[src/rtl/fb_scan_reader_pkg.sv]
// Shared types and constants for the frame-buffer scan reader.
package fb_scan_reader_pkg;

    localparam int PIX_W  = 24;
    localparam int LANE_R = 0;
    localparam int LANE_G = 8;
    localparam int LANE_B = 16;

    // Scan FSM encoding. DRAIN waits for the output FIFO to empty after a one-shot frame.
    typedef enum logic [2:0] {
        S_IDLE    = 3'd0,
        S_SETUP   = 3'd1,
        S_STROBE  = 3'd2,
        S_CAPTURE = 3'd3,
        S_DRAIN   = 3'd4
    } state_t;

    // Output FIFO entry: pixel plus start-of-frame and end-of-line markers.
    typedef struct packed {
        logic [PIX_W-1:0] rgb;
        logic             sof;
        logic             eol;
    } pix_entry_t;

    localparam int ENT_W = $bits(pix_entry_t);

endpackage

[src/rtl/fb_pix_fifo.sv]
// Two-entry output FIFO for the scan reader; head entry is held stable until popped.
module fb_pix_fifo
    import fb_scan_reader_pkg::*;
(
    input  logic       clk,
    input  logic       rst_n,
    input  logic       push,
    input  logic       pop,
    input  logic       flush,
    input  pix_entry_t din,
    output pix_entry_t dout,
    output logic       full,
    output logic       empty,
    output logic [1:0] count
);

    pix_entry_t slot0;
    pix_entry_t slot1;
    logic       wr_ptr;
    logic       rd_ptr;
    logic       do_push;
    logic       do_pop;

    assign full    = (count == 2'd2);
    assign empty   = (count == 2'd0);
    assign do_pop  = pop & ~empty;
    // A push into a full FIFO is accepted only when the head leaves in the same cycle.
    assign do_push = push & (~full | do_pop);
    assign dout    = rd_ptr ? slot1 : slot0;

    // Storage, pointers and occupancy; flush empties without touching storage.
    always_ff @(posedge clk or negedge rst_n) begin
        if (!rst_n) begin
            slot0  <= '0;
            slot1  <= '0;
            wr_ptr <= 1'b0;
            rd_ptr <= 1'b0;
            count  <= 2'd0;
        end else if (flush) begin
            wr_ptr <= 1'b0;
            rd_ptr <= 1'b0;
            count  <= 2'd0;
        end else begin
            if (do_push) begin
                if (wr_ptr) slot1 <= din;
                else        slot0 <= din;
                wr_ptr <= ~wr_ptr;
            end
            if (do_pop) begin
                rd_ptr <= ~rd_ptr;
            end
            count <= count + {1'b0, do_push} - {1'b0, do_pop};
        end
    end

endmodule

[src/rtl/fb_scan_reader.sv]
// Frame-buffer read master: walks the frame in raster order and streams pixels out.
//
// state   | meaning
// --------+-------------------------------------------------------------
// IDLE    | waiting for start
// SETUP   | mem_addr/mem_rd driven, waiting for a free FIFO slot
// STROBE  | mem_en high for one cycle, RAM captures the read
// CAPTURE | push read data into the FIFO (or discard on abort), advance
// DRAIN   | one-shot frame fully read, waiting for the FIFO to empty
module fb_scan_reader
    import fb_scan_reader_pkg::*;
#(
    parameter int H_RES     = 100,
    parameter int V_RES     = 100,
    parameter int BASE_ADDR = 0
) (
    input  logic             clk,
    input  logic             rst_n,
    input  logic             start,
    input  logic             continuous,
    input  logic             abort,
    output logic             busy,
    output logic             frame_done,
    output logic [15:0]      mem_addr,
    output logic             mem_rd,
    output logic             mem_wr,
    output logic             mem_en,
    input  logic [PIX_W-1:0] mem_data,
    output logic             pix_valid,
    input  logic             pix_ready,
    output logic [PIX_W-1:0] pix_rgb,
    output logic             pix_sof,
    output logic             pix_eol
);

    localparam int             XW     = $clog2(H_RES + 1);
    localparam int             YW     = $clog2(V_RES + 1);
    localparam logic [XW-1:0]  X_LAST = XW'(H_RES - 1);
    localparam logic [YW-1:0]  Y_LAST = YW'(V_RES - 1);
    localparam logic [15:0]    BASE   = 16'(BASE_ADDR);

    state_t        state, state_nxt;
    logic [XW-1:0] x, x_nxt;
    logic [YW-1:0] y, y_nxt;
    logic [15:0]   addr, addr_nxt;
    logic          abort_pend, abort_pend_nxt;
    logic [YW-1:0] out_y;
    logic          mem_en_q;
    logic          mem_rd_q;
    logic          frame_done_q;

    logic          push;
    logic          pop;
    logic          flush;
    pix_entry_t    push_ent;
    pix_entry_t    head;
    logic          full;
    logic          empty;
    logic [1:0]    count;
    logic          slot_free;
    logic          last_px;

    fb_pix_fifo u_fifo (
        .clk   (clk),
        .rst_n (rst_n),
        .push  (push),
        .pop   (pop),
        .flush (flush),
        .din   (push_ent),
        .dout  (head),
        .full  (full),
        .empty (empty),
        .count (count)
    );

    assign pop       = ~empty & pix_ready;
    // A slot freed by this cycle's pop already counts as free.
    assign slot_free = ~full | pop;
    assign last_px   = (x == X_LAST) && (y == Y_LAST);

    // Next-state, scan position and FIFO control.
    always_comb begin
        state_nxt      = state;
        x_nxt          = x;
        y_nxt          = y;
        addr_nxt       = addr;
        abort_pend_nxt = abort_pend;
        push           = 1'b0;
        flush          = 1'b0;
        push_ent.rgb   = mem_data;
        push_ent.sof   = (x == '0) && (y == '0);
        push_ent.eol   = (x == X_LAST);

        case (state)
            S_IDLE: begin
                if (start && !abort) begin
                    x_nxt     = '0;
                    y_nxt     = '0;
                    addr_nxt  = BASE;
                    state_nxt = S_SETUP;
                end
            end
            S_SETUP: begin
                if (abort) begin
                    flush     = 1'b1;
                    state_nxt = S_IDLE;
                end else if (slot_free) begin
                    state_nxt = S_STROBE;
                end
            end
            S_STROBE: begin
                // The strobe already issued completes; its data is dropped in CAPTURE.
                state_nxt = S_CAPTURE;
                if (abort) begin
                    flush          = 1'b1;
                    abort_pend_nxt = 1'b1;
                end
            end
            S_CAPTURE: begin
                if (abort || abort_pend) begin
                    flush          = 1'b1;
                    abort_pend_nxt = 1'b0;
                    state_nxt      = S_IDLE;
                end else begin
                    push      = 1'b1;
                    addr_nxt  = addr + 16'd1;
                    x_nxt     = x + 1'b1;
                    state_nxt = S_SETUP;
                    if (x == X_LAST) begin
                        x_nxt = '0;
                        y_nxt = y + 1'b1;
                    end
                    if (last_px) begin
                        x_nxt = '0;
                        y_nxt = '0;
                        if (continuous) begin
                            addr_nxt = BASE;
                        end else begin
                            // Hold the last address so addr stays inside the frame.
                            addr_nxt  = addr;
                            state_nxt = S_DRAIN;
                        end
                    end
                end
            end
            S_DRAIN: begin
                if (abort) begin
                    flush     = 1'b1;
                    state_nxt = S_IDLE;
                end else if (count == 2'd0) begin
                    state_nxt = S_IDLE;
                end
            end
            default: begin
                state_nxt = S_IDLE;
            end
        endcase
    end

    // FSM, scan position and registered RAM strobes.
    always_ff @(posedge clk or negedge rst_n) begin
        if (!rst_n) begin
            state      <= S_IDLE;
            x          <= '0;
            y          <= '0;
            addr       <= BASE;
            abort_pend <= 1'b0;
            mem_en_q   <= 1'b0;
            mem_rd_q   <= 1'b0;
        end else begin
            state      <= state_nxt;
            x          <= x_nxt;
            y          <= y_nxt;
            addr       <= addr_nxt;
            abort_pend <= abort_pend_nxt;
            mem_en_q   <= (state_nxt == S_STROBE);
            mem_rd_q   <= (state_nxt inside {S_SETUP, S_STROBE, S_CAPTURE});
        end
    end

    // Output-side line counter; frame_done fires when the last line's eol pixel leaves.
    always_ff @(posedge clk or negedge rst_n) begin
        if (!rst_n) begin
            out_y        <= '0;
            frame_done_q <= 1'b0;
        end else begin
            frame_done_q <= pop & head.eol & (out_y == Y_LAST) & ~flush;
            if (flush) begin
                out_y <= '0;
            end else if (pop && head.eol) begin
                out_y <= (out_y == Y_LAST) ? '0 : out_y + 1'b1;
            end
        end
    end

    assign busy       = (state != S_IDLE);
    assign frame_done = frame_done_q;
    assign mem_addr   = addr;
    assign mem_rd     = mem_rd_q;
    assign mem_wr     = 1'b0;
    assign mem_en     = mem_en_q;
    assign pix_valid  = ~empty;
    assign pix_rgb    = head.rgb;
    assign pix_sof    = head.sof;
    assign pix_eol    = head.eol;

endmodule
[config.mk]
export PLATFORM = sky130hd
export DESIGN_NAME = fb_scan_reader
export DESIGN_NICKNAME = d
export VERILOG_FILES = /design/src/rtl/fb_scan_reader_pkg.sv /design/src/rtl/fb_pix_fifo.sv /design/src/rtl/fb_scan_reader.sv
export SDC_FILE = /design/constraint.sdc
export NUM_CORES = 1
export LEC_CHECK = 0
export CAP_MARGIN = 5
export CELL_PAD_IN_SITES_DETAIL_PLACEMENT = 0
export CELL_PAD_IN_SITES_GLOBAL_PLACEMENT = 1
export CORE_UTILIZATION = 30
export DETAILED_ROUTE_END_ITERATION = 10
export DONT_BUFFER_PORTS = 1
export PLACE_DENSITY_LB_ADDON = 0.1
export SKIP_CTS_REPAIR_TIMING = 1
export SLEW_MARGIN = 10
export SYNTH_ARGS = -nofsm -noshare
export SYNTH_HDL_FRONTEND = slang
export SYNTH_SLANG_ARGS = --single-unit
[constraint.sdc]
create_clock -name clk -period 3.9 [get_ports clk]
set_clock_uncertainty 0.05 [all_clocks]
set_input_delay 0.39 -clock clk [delete_from_list [all_inputs] [get_ports clk]]
set_output_delay 0.39 -clock clk [all_outputs]
set_load 0.005 [all_outputs]
==> reports/results.md <==
| Item | Value |
|:---|:---|
| RD Place Congestion | 0.730 |
| Estimated wirelength of the detail-placed design | 7660 microns |
| Count of maximum capacitance violations | 0 |
| Master of the slowest instance on the critical path | or3_1 |
| Count of final hold-check violations | 0 |
| Cell-by-cell listing of the critical path | nand3b_4 -> or3_1 -> or3_1 -> nand2_1 -> o21ai_0 |
| Die span in x | 130 microns |
| Sequential area share after synthesis | 51.1% |
| Clock buffer count from CTS | 9 |
| Proportion of layout cells with a drive suffix above 1 | 15.5% |
| Biggest cell delay along the critical path | 0.85 ns |
| Initial core utilization | 30.8% |
| Global-route total usage across every layer | 14.8% |
| Number of nets in the finished design | 535 |
| Post-route DRC | 0 |
| Initial antenna violation count | 0 |
| Instance area after placement | 5100 sq um |
| Setup tns final | 0 ns |
| Number of stages on the worst setup path | 5 |
| Global route overflow | 0 |
| Number of rows in the core area | 46 |
| Worst Path Arrival | 2.89 ns |
| Number of buffers on the longest clock path | 2 |
| Critical path required time | 4.03 ns |
| Time the worst path needs with I/O delays and setup | 2.76 ns |
| Crit path kind | reg2reg |
| Starting DRC count in detailed routing | 167 |
| Clk Latency, worst-skew pair | 0.35 ns |
| Max IR drop VDD | 0.246 mV |
| Detailed Route WL | 11700 microns |
| Worst Path Buf+Inv | 0 |
| Cell variety after synth | 48 |
| RSZ-0062 raised after global routing | false |
| Worst reg2reg path startpoint | state[1] |
| Core area | 15900 sq um |
| Tcrit/Tclk final | 70.7% |
| Count of final max-slew check failures | 0 |
| Pre-Repair DR Iteration Count | 4 |
| Result of the run | completed |
| Cell count after synthesis | 501 |
| Cell chosen for the clock root | clkbuf_16 |
| Largest net degree at the start of global routing | 101 |
| FF+latch count, synth | 100 |
| Die Span Y | 130 microns |
| Power, Total | 3.24 mW |
| Detailed-route via count | 3563 |
| Antenna Cells | 0 |
| Syn nets | 539 |
| Count of flip-flops with a built-in enable after synthesis | 0 |
| Area occupied by multi-input gates | 2230 sq um |
| Combined flip-flop and latch cell area | 2500 sq um |
| Slew at the pin with the worst max-slew slack | 1.06 ns |
| Hold path cells | 2 |
| Share of flip-flops with an asynchronous set or reset | 100% |
| Maximum clock frequency | 362 MHz |
| Hold Path Class | in2reg |
| Filler cell count | 1650 |
| Endpoint kind of the worst setup timing path | flop |
| Startpoint of the worst setup timing path | state[1] |
| Critical-path maximum fanout | 29 |
| Total power per unit cell area | 597 nW/um^2 |
| I/O pin count | 78 |
| Worst-case headroom to the max-slew limit | 29.3% |
| H-tree depth reported by CTS | 3 |
| Worst setup SP type | flop |
| Wire length of the first global-routing pass | 18900 microns |
| Post-Layout Inst Area | 5430 sq um |
| Die outline area | 16800 sq um |
| Total of warnings raised by yosys | 0 |
| Vias in the first global route | 3410 |
| Clock slew at reported path FFs | 0.07 ns |
| Final routed wire length divided by cell count | 16.4 microns |
| Area Growth Syn to Fin | 10.8% |
| CP endpoint | u_fifo.slot0[1] |
| Depth of the most critical reg-to-reg path | 5 |
| Total leakage power | 2.55 nW |
| RR Endpoint | u_fifo.slot0[1] |
| Mean area per synthesized cell | 9.77 sq um |
| CP top delay family | simple AND/OR/NAND/NOR gates |
| Total standard cell area after synthesis | 4900 sq um |
| Setup slack of the most critical reg-to-reg path | 1.14 ns |
| CTS tree | done |
| Via/cell ratio | 4.96 |
| Sinks on the clock net | 100 |
| Most used flip-flop cell after synthesis | dfrtp_1 |
| Final count of negative-setup-slack endpoints | 0 |
| Port buffer count | 0 |
| Remaining antenna violation count | 0 |
| Most used cell, CP | or3_1 |
cell usage after synthesis (all sizes together) (2+ instances only):
cell	n	area share (%)
a211oi	2	0.31
a21o	4	0.61
a21oi	12	1.2
a311oi	4	0.72
a31oi	3	0.38
and2	2	0.26
and3	9	1.1
and4	2	0.36
buf	15	1.8
clkbuf	7	0.54
dfrtp	100	51
ha	8	2.0
inv	16	1.2
mux2	50	11
nand2	108	8.3
nand2b	2	0.26
nand3	16	1.7
nand4	9	1.1
nor2	30	2.3
nor3	17	1.9
nor3b	3	0.46
o21ai	44	4.5
o31ai	7	1.1
or3	7	0.89
xnor2	2	0.36
xor2	6	1.1
cells in the final DEF, fill, tap and decap left out, types with 8 or more instances in the layout:
master and count:
o21ai_0 43, ha_1 8, nor2_1 30, clkbuf_16 9
nand4_1 9, dfrtp_1 100, nand2_1 108, a21oi_1 12
and3_1 9, nand3_1 15, inv_1 16, nor3_1 15
mux2_2 50
kinds of logic (layout without fill, tap and decap cells):
group | count (synthesis) | after routing | synth area share, %
flip-flops | 100 | 100 | 51.1
adder cells (fa/ha/maj) | 8 | 8 | 2.04
other | 1 | 1 | 0.0766
XOR/XNOR | 8 | 8 | 1.43
buffers and inverters | 38 | 39 | 3.60
multiplexers | 50 | 50 | 11.5
AND/OR/NAND/NOR | 214 | 214 | 20.4
AO/OA/AOI/OAI | 82 | 82 | 9.81
metal layers:
metal,up-vias,part of all wire (%),routed length (microns),track usage (%)
met3,11,3.8,447,2.99
met5,-,0,0,0
met2,57,47,5530,21.8
met4,0,1.6,183,7.11
li1,1734,-,-,-
met1,1761,48,5580,20.6
state kept, by name, indices dropped and copies added, names as in the netlist:
register,flops
abort_pend,1
frame_done,1
mem_addr,16
mem_en,1
mem_rd,1
out_y,7
state,3
u_fifo.count,2
u_fifo.rd_ptr,1
u_fifo.slot0,26
u_fifo.slot1,26
u_fifo.wr_ptr,1
x,7
y,7
worst min-delay path by stage:
stage / startpoint / endpoint / slack [ns]
2_1_floorplan: rst_n / abort_pend / 0.04
3_3_place_gp: rst_n / out_y[5] / 0.05
3_5_place_dp: rst_n / out_y[6] / 0.05
4_1_cts: rst_n / mem_addr[15] / -0.33
5_1_grt: mem_data[14] / u_fifo.slot0[16] / 0.07
6_report: mem_data[14] / u_fifo.slot0[16] / 0.09
power by group:
group | internal, mW | leakage [nW] | switching (mW)
logic | 0.389 | 1.07 | 0.478
clock network | 0.459 | 0.137 | 0.417
registers | 1.30 | 1.34 | 0.197
total | 2.15 | 2.55 | 1.09
per-stage QoR:
step / util, % / hold slack (ns) / worst slack (ns) / cells
floorplan: - / 0.0444 / 1.90 / 501
global placement: 32.1 / 0.0473 / 1.17 / 700
detailed placement: 32.1 / 0.0483 / 1.10 / 700
CTS: 33.9 / -0.335 / 1.09 / 716
global route: 34.2 / 0.0744 / 0.831 / 718
finish: 34.2 / 0.0922 / 1.14 / 718
worst register-to-register path, cell delays in order, from the launching register on:
cell,delay [ns]
dfrtp_1,0.59
nand3b_4,0.26
or3_1,0.56
or3_1,0.85
nand2_1,0.20
o21ai_0,0.10
final cells by class:
class | count | share of cell area, %
Sequential cell | 100 | 46.1
Tap cell | 216 | 4.98
Inverter | 16 | 1.11
Clock buffer | 11 | 4.47
Multi-Input combinational cell | 363 | 41.1
Clock inverter | 5 | 0.784
Timing Repair Buffer | 7 | 1.38
Note: power is estimated with default switching activity, not from simulation.
